<file path="src/rtl/keypad_pkg.sv">
// rtl/keypad_pkg.sv - shared types and sizes for the 4x4 keypad scanner
package keypad_pkg;

  localparam int NUM_ROWS = 4;
  localparam int NUM_COLS = 4;
  localparam int KEY_W    = 4;

  typedef enum logic {
    RELEASED = 1'b0,
    PRESSED  = 1'b1
  } state_e;

  typedef enum logic [1:0] {
    NONE   = 2'd0,
    SINGLE = 2'd1,
    MULTI  = 2'd2
  } sweep_e;

endpackage

</file>
<file path="src/rtl/sync_2ff.sv">
// rtl/sync_2ff.sv - two-flop synchronizer for asynchronous level inputs
module sync_2ff #(
  parameter int               WIDTH     = 1,
  parameter logic [WIDTH-1:0] RESET_VAL = '0
) (
  input  logic             clk,
  input  logic             rst,
  input  logic [WIDTH-1:0] d_i,
  output logic [WIDTH-1:0] q_o
);

  logic [WIDTH-1:0] meta_q;
  logic [WIDTH-1:0] sync_q;

  always_ff @(posedge clk) begin
    if (rst) begin
      meta_q <= RESET_VAL;
      sync_q <= RESET_VAL;
    end else begin
      meta_q <= d_i;
      sync_q <= meta_q;
    end
  end

  assign q_o = sync_q;

endmodule

</file>
<file path="src/rtl/keypad_scan.sv">
// rtl/keypad_scan.sv - 4x4 matrix keypad scanner with sweep-level debounce
module keypad_scan
  import keypad_pkg::*;
#(
  parameter int SCAN_DIV       = 5000,
  parameter int DEBOUNCE_SCANS = 4
) (
  input  logic                clk,
  input  logic                rst,
  input  logic [NUM_ROWS-1:0] row,
  output logic [NUM_COLS-1:0] col,
  output logic [KEY_W-1:0]    key_code,
  output logic                key_valid,
  output logic                key_strobe,
  output logic                key_pending,
  input  logic                key_ack
);

  localparam int DIV_W = $clog2(SCAN_DIV);
  localparam int CNT_W = $clog2(DEBOUNCE_SCANS + 1);
  localparam logic [DIV_W-1:0] DIV_LAST = DIV_W'(SCAN_DIV - 1);
  localparam logic [DIV_W-1:0] DIV_ONE  = DIV_W'(1);
  localparam logic [CNT_W-1:0] CNT_MAX  = CNT_W'(DEBOUNCE_SCANS);
  localparam logic [CNT_W-1:0] CNT_ONE  = CNT_W'(1);

  logic [NUM_ROWS-1:0] row_sync;

  logic [DIV_W-1:0] div_q, div_d;
  logic [1:0]       col_idx_q, col_idx_d;
  logic [1:0]       acc_cnt_q, acc_cnt_d;
  logic [KEY_W-1:0] acc_code_q, acc_code_d;
  logic [CNT_W-1:0] deb_cnt_q, deb_cnt_d;
  sweep_e           prev_cls_q, prev_cls_d;
  logic [KEY_W-1:0] prev_code_q, prev_code_d;
  state_e           state_q, state_d;
  logic [KEY_W-1:0] key_code_q, key_code_d;
  logic             key_strobe_q, key_strobe_d;
  logic             key_pending_q, key_pending_d;

  logic             sample;
  logic [2:0]       col_hits;
  logic [1:0]       hit_row;
  logic [2:0]       hit_sum;
  logic [1:0]       merged_cnt;
  logic [KEY_W-1:0] merged_code;
  sweep_e           sweep_cls;
  logic             same_result;
  logic             new_key;

  sync_2ff #(
    .WIDTH    (NUM_ROWS),
    .RESET_VAL({NUM_ROWS{1'b1}})
  ) u_row_sync (
    .clk(clk),
    .rst(rst),
    .d_i(row),
    .q_o(row_sync)
  );

  // Fold this column's hits into the sweep; count saturates at 2 (= MULTI).
  always_comb begin
    sample   = (div_q == DIV_LAST);
    col_hits = 3'd0;
    hit_row  = 2'd0;
    for (int r = 0; r < NUM_ROWS; r++) begin
      if (!row_sync[r]) begin
        col_hits = col_hits + 3'd1;
        hit_row  = 2'(r);
      end
    end
    hit_sum     = {1'b0, acc_cnt_q} + col_hits;
    merged_cnt  = (hit_sum >= 3'd2) ? 2'd2 : hit_sum[1:0];
    merged_code = (col_hits == 3'd1) ? {hit_row, col_idx_q} : acc_code_q;
    case (merged_cnt)
      2'd0:    sweep_cls = NONE;
      2'd1:    sweep_cls = SINGLE;
      default: sweep_cls = MULTI;
    endcase
    same_result = (sweep_cls == prev_cls_q) &&
                  ((sweep_cls != SINGLE) || (merged_code == prev_code_q));
  end

  always_ff @(posedge clk) begin
    if (rst) begin
      div_q         <= '0;
      col_idx_q     <= 2'd0;
      acc_cnt_q     <= 2'd0;
      acc_code_q    <= '0;
      deb_cnt_q     <= '0;
      prev_cls_q    <= NONE;
      prev_code_q   <= '0;
      state_q       <= RELEASED;
      key_code_q    <= '0;
      key_strobe_q  <= 1'b0;
      key_pending_q <= 1'b0;
    end else begin
      div_q         <= div_d;
      col_idx_q     <= col_idx_d;
      acc_cnt_q     <= acc_cnt_d;
      acc_code_q    <= acc_code_d;
      deb_cnt_q     <= deb_cnt_d;
      prev_cls_q    <= prev_cls_d;
      prev_code_q   <= prev_code_d;
      state_q       <= state_d;
      key_code_q    <= key_code_d;
      key_strobe_q  <= key_strobe_d;
      key_pending_q <= key_pending_d;
    end
  end

  always_comb begin
    div_d        = sample ? '0 : div_q + DIV_ONE;
    col_idx_d    = col_idx_q;
    acc_cnt_d    = acc_cnt_q;
    acc_code_d   = acc_code_q;
    deb_cnt_d    = deb_cnt_q;
    prev_cls_d   = prev_cls_q;
    prev_code_d  = prev_code_q;
    state_d      = state_q;
    key_code_d   = key_code_q;
    key_strobe_d = 1'b0;
    new_key      = 1'b0;

    if (sample) begin
      col_idx_d  = col_idx_q + 2'd1;
      acc_cnt_d  = merged_cnt;
      acc_code_d = merged_code;
      if (col_idx_q == 2'(NUM_COLS - 1)) begin
        acc_cnt_d   = 2'd0;
        acc_code_d  = '0;
        prev_cls_d  = sweep_cls;
        prev_code_d = merged_code;
        if (sweep_cls == MULTI)
          deb_cnt_d = '0;
        else if (same_result)
          deb_cnt_d = (deb_cnt_q == CNT_MAX) ? CNT_MAX : deb_cnt_q + CNT_ONE;
        else
          deb_cnt_d = CNT_ONE;

        // Saturated count with an unchanged key must not re-strobe.
        if ((sweep_cls != MULTI) && (deb_cnt_d == CNT_MAX)) begin
          case (state_q)
            RELEASED: begin
              if (sweep_cls == SINGLE) begin
                state_d = PRESSED;
                new_key = 1'b1;
              end
            end
            PRESSED: begin
              if (sweep_cls == NONE)
                state_d = RELEASED;
              else if (merged_code != key_code_q)
                new_key = 1'b1;
            end
            default: state_d = RELEASED;
          endcase
        end
      end
    end

    if (new_key) begin
      key_code_d   = merged_code;
      key_strobe_d = 1'b1;
    end
    // An ack landing on the strobe cycle belongs to the previous key.
    key_pending_d = new_key | (key_pending_q & ~(key_ack & ~key_strobe_q));
  end

  always_comb begin
    col         = ~(4'b0001 << col_idx_q);
    key_valid   = (state_q == PRESSED);
    key_code    = key_code_q;
    key_strobe  = key_strobe_q;
    key_pending = key_pending_q;
  end

endmodule

</file>
<file path="config.mk">
export PLATFORM = sky130hd
export DESIGN_NAME = keypad_scan
export DESIGN_NICKNAME = d
export VERILOG_FILES = /design/src/rtl/keypad_pkg.sv /design/src/rtl/sync_2ff.sv /design/src/rtl/keypad_scan.sv
export SDC_FILE = /design/constraint.sdc
export NUM_CORES = 1
export LEC_CHECK = 0
export BUFFER_PORTS_ARGS = -buffer_cell sky130_fd_sc_hd__buf_2
export CAP_MARGIN = 40
export CELL_PAD_IN_SITES_DETAIL_PLACEMENT = 0
export CELL_PAD_IN_SITES_GLOBAL_PLACEMENT = 2
export CORE_MARGIN = 2
export CORE_UTILIZATION = 39
export CTS_BUF_LIST = sky130_fd_sc_hd__clkbuf_8
export DETAILED_ROUTE_END_ITERATION = 7
export GPL_TIMING_DRIVEN = 0
export PLACE_DENSITY = 0.89
export SLEW_MARGIN = 40
export SYNTH_ARGS = -nofsm -noshare
export SYNTH_HDL_FRONTEND = slang
export SYNTH_SLANG_ARGS = --single-unit
</file>
<file path="constraint.sdc">
create_clock -name clk -period 5 [get_ports clk]
set_clock_uncertainty 0.05 [all_clocks]
set_input_delay 1.25 -clock clk [delete_from_list [all_inputs] [get_ports clk]]
set_output_delay 1.25 -clock clk [all_outputs]
set_load 0.03 [all_outputs]
</file>
; Yosys cells after proc, flatten, opt, wreduce, memory -nomap -nowiden
; Index checks and enable logic that the tools add are counted.
[totals]
register_bits = 45
input_bits = 7
output_inout_bits = 11
[op_classes]
n_addsub = 7
order_cmp = 1
eq_ne = 13
n_shift = 1
muxes = 27
bitwise_logic = 7
reduce_logical = 8
[op_table]
columns = operator, n
row1 = 3-bit two-way mux, 8
row2 = 13-bit by 1-bit adder with 13-bit output (second input constant), 1
row3 = 13-bit == test (second input constant), 1
row4 = 3-bit by 1-bit adder with 3-bit output (second input constant), 4
row5 = 1-bit two-way mux, 10
row6 = 2-bit two-way mux, 4
row7 = 4-bit two-way mux, 2
row8 = 3-bit == test (second input constant), 2
row9 = 2-bit by 1-bit == test with 1-bit output (second input constant), 2
row10 = 2-bit == test (second input constant), 2
row11 = 4-bit == test, 1
row12 = 2-bit logical NOT, 2
row13 = 4-bit != test, 1
row14 = 4-bit inverter, 1
row15 = 1-bit one-hot mux with 2 select lines, 2
row16 = 2-bit one-hot mux with 2 select lines, 1
row17 = 1-bit by 2-bit left shift with 4-bit output (first input constant), 1
row18 = 2-bit by 3-bit adder with 3-bit output, 1
row19 = 3-bit by 1-bit == test with 1-bit output (second input constant), 1
row20 = 3-bit by 2-bit greater-or-equal comparator with 1-bit output (second input constant), 1
row21 = 1-bit inverter, 3
row22 = 3-bit AND reduction, 1
row23 = 2-bit by 1-bit adder with 2-bit output (second input constant), 1
row24 = 1-bit bitwise AND, 2
row25 = other kinds (8), 9

; Longest topological paths before layout
[depth]
depth_word = 25
mapped_depth = 15

; Cells and area by module
; Synthesis repeated with hierarchy kept, for this count alone.
[unflattened]
cells_unflattened = 270
area_unflattened_um2 = 2426.1
[modules_own_cells]
columns = module, n_inst, cells_each, area_each_um2, seq_area_each_um2
row1 = keypad_scan, 1, 254, 2215.9, 740.7
row2 = sync_2ff, 1, 16, 210.2, 160.2

; Worst setup path before layout
; Ideal clock, no wire load.
[synth_timing]
kind = reg2reg
startpoint = register u_row_sync.sync_q[0] (netlist: u_row_sync.q_o[0])
endpoint = register deb_cnt_q[2]
setup_ns = 0.078
arrival_time_ns = 3.501
slack_ns = 1.371
path_stages_with_launch = 15
n_path_buf = 1
cell_sequence = dfxtp_1 inv_1 ha_1 xnor2_1 ha_1 mux2_2 fa_1 xnor3_1 nor2b_1 clkbuf_1 and4b_1 o21ai_2 o31ai_4 a31oi_1 nor3_1
[synth_via]
elab_chain_cells = 19
[synth_lines]
columns = element, line
row1 = start: declaration, sync_2ff.sv:13  ; logic [WIDTH-1:0] sync_q;
row2 = start signal: assignment, sync_2ff.sv:21  ; sync_q <= meta_q;
row3 = 1-bit two-way mux (*), keypad_scan.sv:66  ; if (!row_sync[r]) begin
row4 = 3-bit by 1-bit adder with 3-bit output, keypad_scan.sv:67  ; col_hits = col_hits + 3'd1;
row5 = 3-bit two-way mux (*), keypad_scan.sv:66
row6 = 3-bit by 1-bit adder with 3-bit output, keypad_scan.sv:67
row7 = 3-bit two-way mux (*), keypad_scan.sv:66
row8 = 3-bit by 1-bit adder with 3-bit output, keypad_scan.sv:67
row9 = 3-bit two-way mux (*), keypad_scan.sv:66
row10 = 2-bit by 3-bit adder with 3-bit output, keypad_scan.sv:71  ; hit_sum = {1'b0, acc_cnt_q} + col_hits;
row11 = (+3 left out), -
row12 = 2-bit one-hot mux with 2 select lines, keypad_scan.sv:74  ; case (merged_cnt)
row13 = 2-bit by 1-bit != test with 1-bit output, keypad_scan.sv:80  ; ((sweep_cls != SINGLE) || (merged_code == prev_code_q));
row14 = 1-bit logical OR, keypad_scan.sv:80
row15 = 1-bit logical AND, keypad_scan.sv:79  ; same_result = (sweep_cls == prev_cls_q) &&
row16 = 3-bit two-way mux, keypad_scan.sv:135  ; else if (same_result)
row17 = 3-bit two-way mux (*), keypad_scan.sv:133  ; if (sweep_cls == MULTI)
row18 = 3-bit two-way mux (*), keypad_scan.sv:128  ; if (col_idx_q == 2'(NUM_COLS - 1)) begin
row19 = 3-bit two-way mux (*), keypad_scan.sv:124  ; if (sample) begin
row20 = end signal: assignment, keypad_scan.sv:101  ; deb_cnt_q <= deb_cnt_d;
row21 = end: declaration, keypad_scan.sv:32  ; logic [CNT_W-1:0] deb_cnt_q, deb_cnt_d;
; Every way passes the cells marked *; elsewhere a longest branch is shown, timed or not. The select of a mux whose other input is x is not followed.
; A chain may end at the register's enable or synchronous reset.

; Worst setup path after layout
; Same ends and word-level chain as after synthesis.

==> summary.md <==
| Metric | Value |
|---|---|
| Power density of the placed cells | 261 nW/um2 |
| # DRC | 0 |
| Period minus WS final | 4100 ps |
| Reg2reg start | u_row_sync.q_o[0] |
| Synthesis-to-layout area growth | 12.3% |
| Netlist area before placement | 2320 um2 |
| Required time of the critical path | 5170 ps |
| Post-synth net total | 276 |
| TNS Setup | 0 ps |
| TritonCTS clock tree | built |
| Number of port buffers | 17 |
| Fraction of final layout cells with drive strength greater than 1 | 0.174 |
| Starting density of the core | 0.397 |
| Clock-pin transition on the worst setup and hold timing paths | around 80 ps |
| Crit Path Class | register to register |
| Cell chosen for the clock root | clkbuf_8 |
| Filler cells | 587 |
| Max Cap Viol | 0 |
| Post-detailed-route wirelength per cell | 13.1 um |
| DRC violation total after the first TritonRoute iteration | 67 |
| Std cell rows | 28 |
| # clock sinks | 45 |
| Sequential element share of the synthesized area | 0.388 |
| Run status | completed |
| Avg Cell Area, Syn | 9.04 um2 |
| Relative slew margins | 0.517 |
| Yosys warning total | 0 |
| Number of flops mapped to enable cells by yosys | 0 |
| Overall via count from detail_route | 1,791 |
| Leak | 0.00104 uW |
| Crit path launch type | register |
| Diode insertion count for antenna repair | 0 |
| Total number of H-tree levels | 2 |
| Antenna viol nets, final | 0 |
| Number of storage elements in the synthesis netlist | 45 |
| Number of max-slew violations in the final report | 0 |
| Path category of the worst min-delay check | register to register |
| Horizontal die dimension | 81.2 um |
| Detail Placement HPWL | 3440 um |
| Number of buffers on the longest clock path | 2 |
| Unrepaired setup endpoints after global routing | false |
| Number of antenna violations at the first check in global routing | 0 |
| Num CTS Buffers | 5 |
| First-pass GRT wire length | just over 8000 um |
| Total power | between 600 and 700 uW |
| Pin count of the biggest net entering global routing | 14 |
| Count of unique library cells instantiated by Yosys | 52 |
| Number of buffers inserted by post-CTS setup repair | 0 |
| Cell depth of the worst min-delay path | 1 |
| Worst Reg-to-Reg Cells | 14 |
| Total Die Area | 6590 um2 |
| Launch instance of the worst min-delay path | u_row_sync.meta_q[1] |
| Worst setup EP type | register |
| Number of global-route vias before repair | 1,672 |
| Most instantiated flip-flop cell in the synthesis netlist | dfxtp_1 |
| Maximum frequency from static timing analysis | 0.244 GHz |
| Number of gates given a new drive strength after cts | 0 |
| Proportion of register bits with asynchronous set or reset after synthesis | 0 |
| Routability congestion estimate | approximately 0.76 |
| Endpoint arrival time on the critical path | ~4300 ps |
| Top-level I/O count | 18 |
| Placeable core region | 5850 um2 |
| Overall overflow remaining after global route | 0 |
| CTS hold repair buffers | 0 |
| Slew @ Worst Pin | just over 700 ps |
| Share of the clock period used by the worst path | 0.820 |
| Maximum ir drop on the vdd rail | 0.195 mV |
| Gate Count Post-Synth | roughly 260 |
| Mean number of vias per cell | 5.02 |
| Clk Latency, worst-skew pair | about 300 ps |
| Die extent in y | 81.2 um |
| Final Setup Violations | 0 |
| Global Route Usage Sum | 0.160 |
| Hold violation count in the final report | 0 |
| Number of nets in the layout | 300 |
| Origin of the worst setup path | u_row_sync.q_o[0] |
| Number of iterations in the first detailed-routing pass | 4 |
| Wire length reported by the detailed router | approximately 4700 um |
| Largest fanout of any net on the critical path | 9 |
-- per-layer routing --
layer,share of wire,wire length (um),global-route usage,vias up
met5,0,0,0,-
met3,0.034,158,0.0411,8
li1,-,-,-,945
met2,0.45,2090,0.257,21
met4,0.014,64,0.0508,0
met1,0.50,2350,0.211,817
-- synth_stat cells (all sizes together), types with 3 or more instances --
cell	n	share of area
a21oi	12	0.026
nand4	4	0.011
nand2	21	0.034
clkbuf	5	0.0081
a31oi	4	0.011
or2	10	0.027
xnor2	7	0.026
a221oi	3	0.014
mux2i	6	0.037
o22ai	3	0.011
and3	4	0.011
xor2	12	0.045
nor2	24	0.039
dfxtp	45	0.39
ha	11	0.059
inv	19	0.031
and2	4	0.011
or4b	4	0.017
o21ai	17	0.038
nand3	11	0.024
nor3	4	0.011
-- through the flow --
stage	std cells	hold WS (ps)	util	setup slack, ps	cell area [um2]
final	357	363	0.446	900	2610
after global routing	357	378	0.446	583	2610
after CTS	357	364	0.445	886	2600
after detailed placement	349	343	0.428	897	2500
after global placement	349	341	0.428	983	2500
after floorplan	257	339	-	1370	2320
-- flip-flops by register name, indices dropped and copies added (netlist names), 3 cells and up, named ones only --
register / cells
u_row_sync.meta_q: 4
acc_code_q: 4
key_code: 4
div_q: 13
deb_cnt_q: 3
prev_code_q: 4
u_row_sync.q_o: 4
-- cell usage in the layout (no fill, tap or decap), drive strengths merged, types with 4 or more instances in the layout --
cell type and instances:
nand4 4, nor3 4, or4b 4, a31oi 4, dfxtp 45, and2 4
ha 11, o21ai 17, nand2 21, mux2i 6, xor2 12, buf 18
a21oi 12, inv 19, and3 4, nand3 11, or2 10, clkbuf 12
xnor2 7, nor2 24
-- power breakdown --
part	internal [uW]	switching (uW)	leakage, uW
clock	125	119	0.0000542
sequential	363	4.41	0.000365
combinational	28.9	40.3	0.000623
total	517	163	0.00104
-- path summary, 6_finish.rpt --
check | end | slack [ps]
max | deb_cnt_q[2] | 900
min | u_row_sync.q_o[1] | 360
max reg2reg | deb_cnt_q[2] | 900
min reg2reg | u_row_sync.q_o[1] | 360
-- layout make-up --
cell class                      count  area, um2  area share
Tap cell                           75       93.8      0.0360
Clock buffer                        7       96.3      0.0369
Buffer                              6       30.0      0.0115
Sequential cell                    45        901       0.345
Clock inverter                      1       5.00     0.00192
Timing Repair Buffer               17       85.1      0.0326
Multi-Input combinational cell    187       1330       0.508
Inverter                           19       71.3      0.0273
-- critical path: stages, from the launching register on --
cell,delay (ps)
dfxtp_1,350
inv_1,50
ha_1,370
xnor2_1,270
ha_1,300
mux2_2,280
fa_1,380
xnor3_1,360
nor2b_1,120
clkbuf_1,320
and4b_1,270
o21ai_2,90
o31ai_4,470
a31oi_1,140
nor3_1,190
-- cell families after synthesis --
kind of cell,share of synthesized area
DFF,0.388
AOI/OAI and AO/OA,0.153
adders and majority gates,0.0679
and+or+nand+nor,0.225
xor gates and xnor gates,0.0813
buffers and inverters,0.0436
muxes,0.0415
Note: power is estimated with default switching activity, not from simulation.
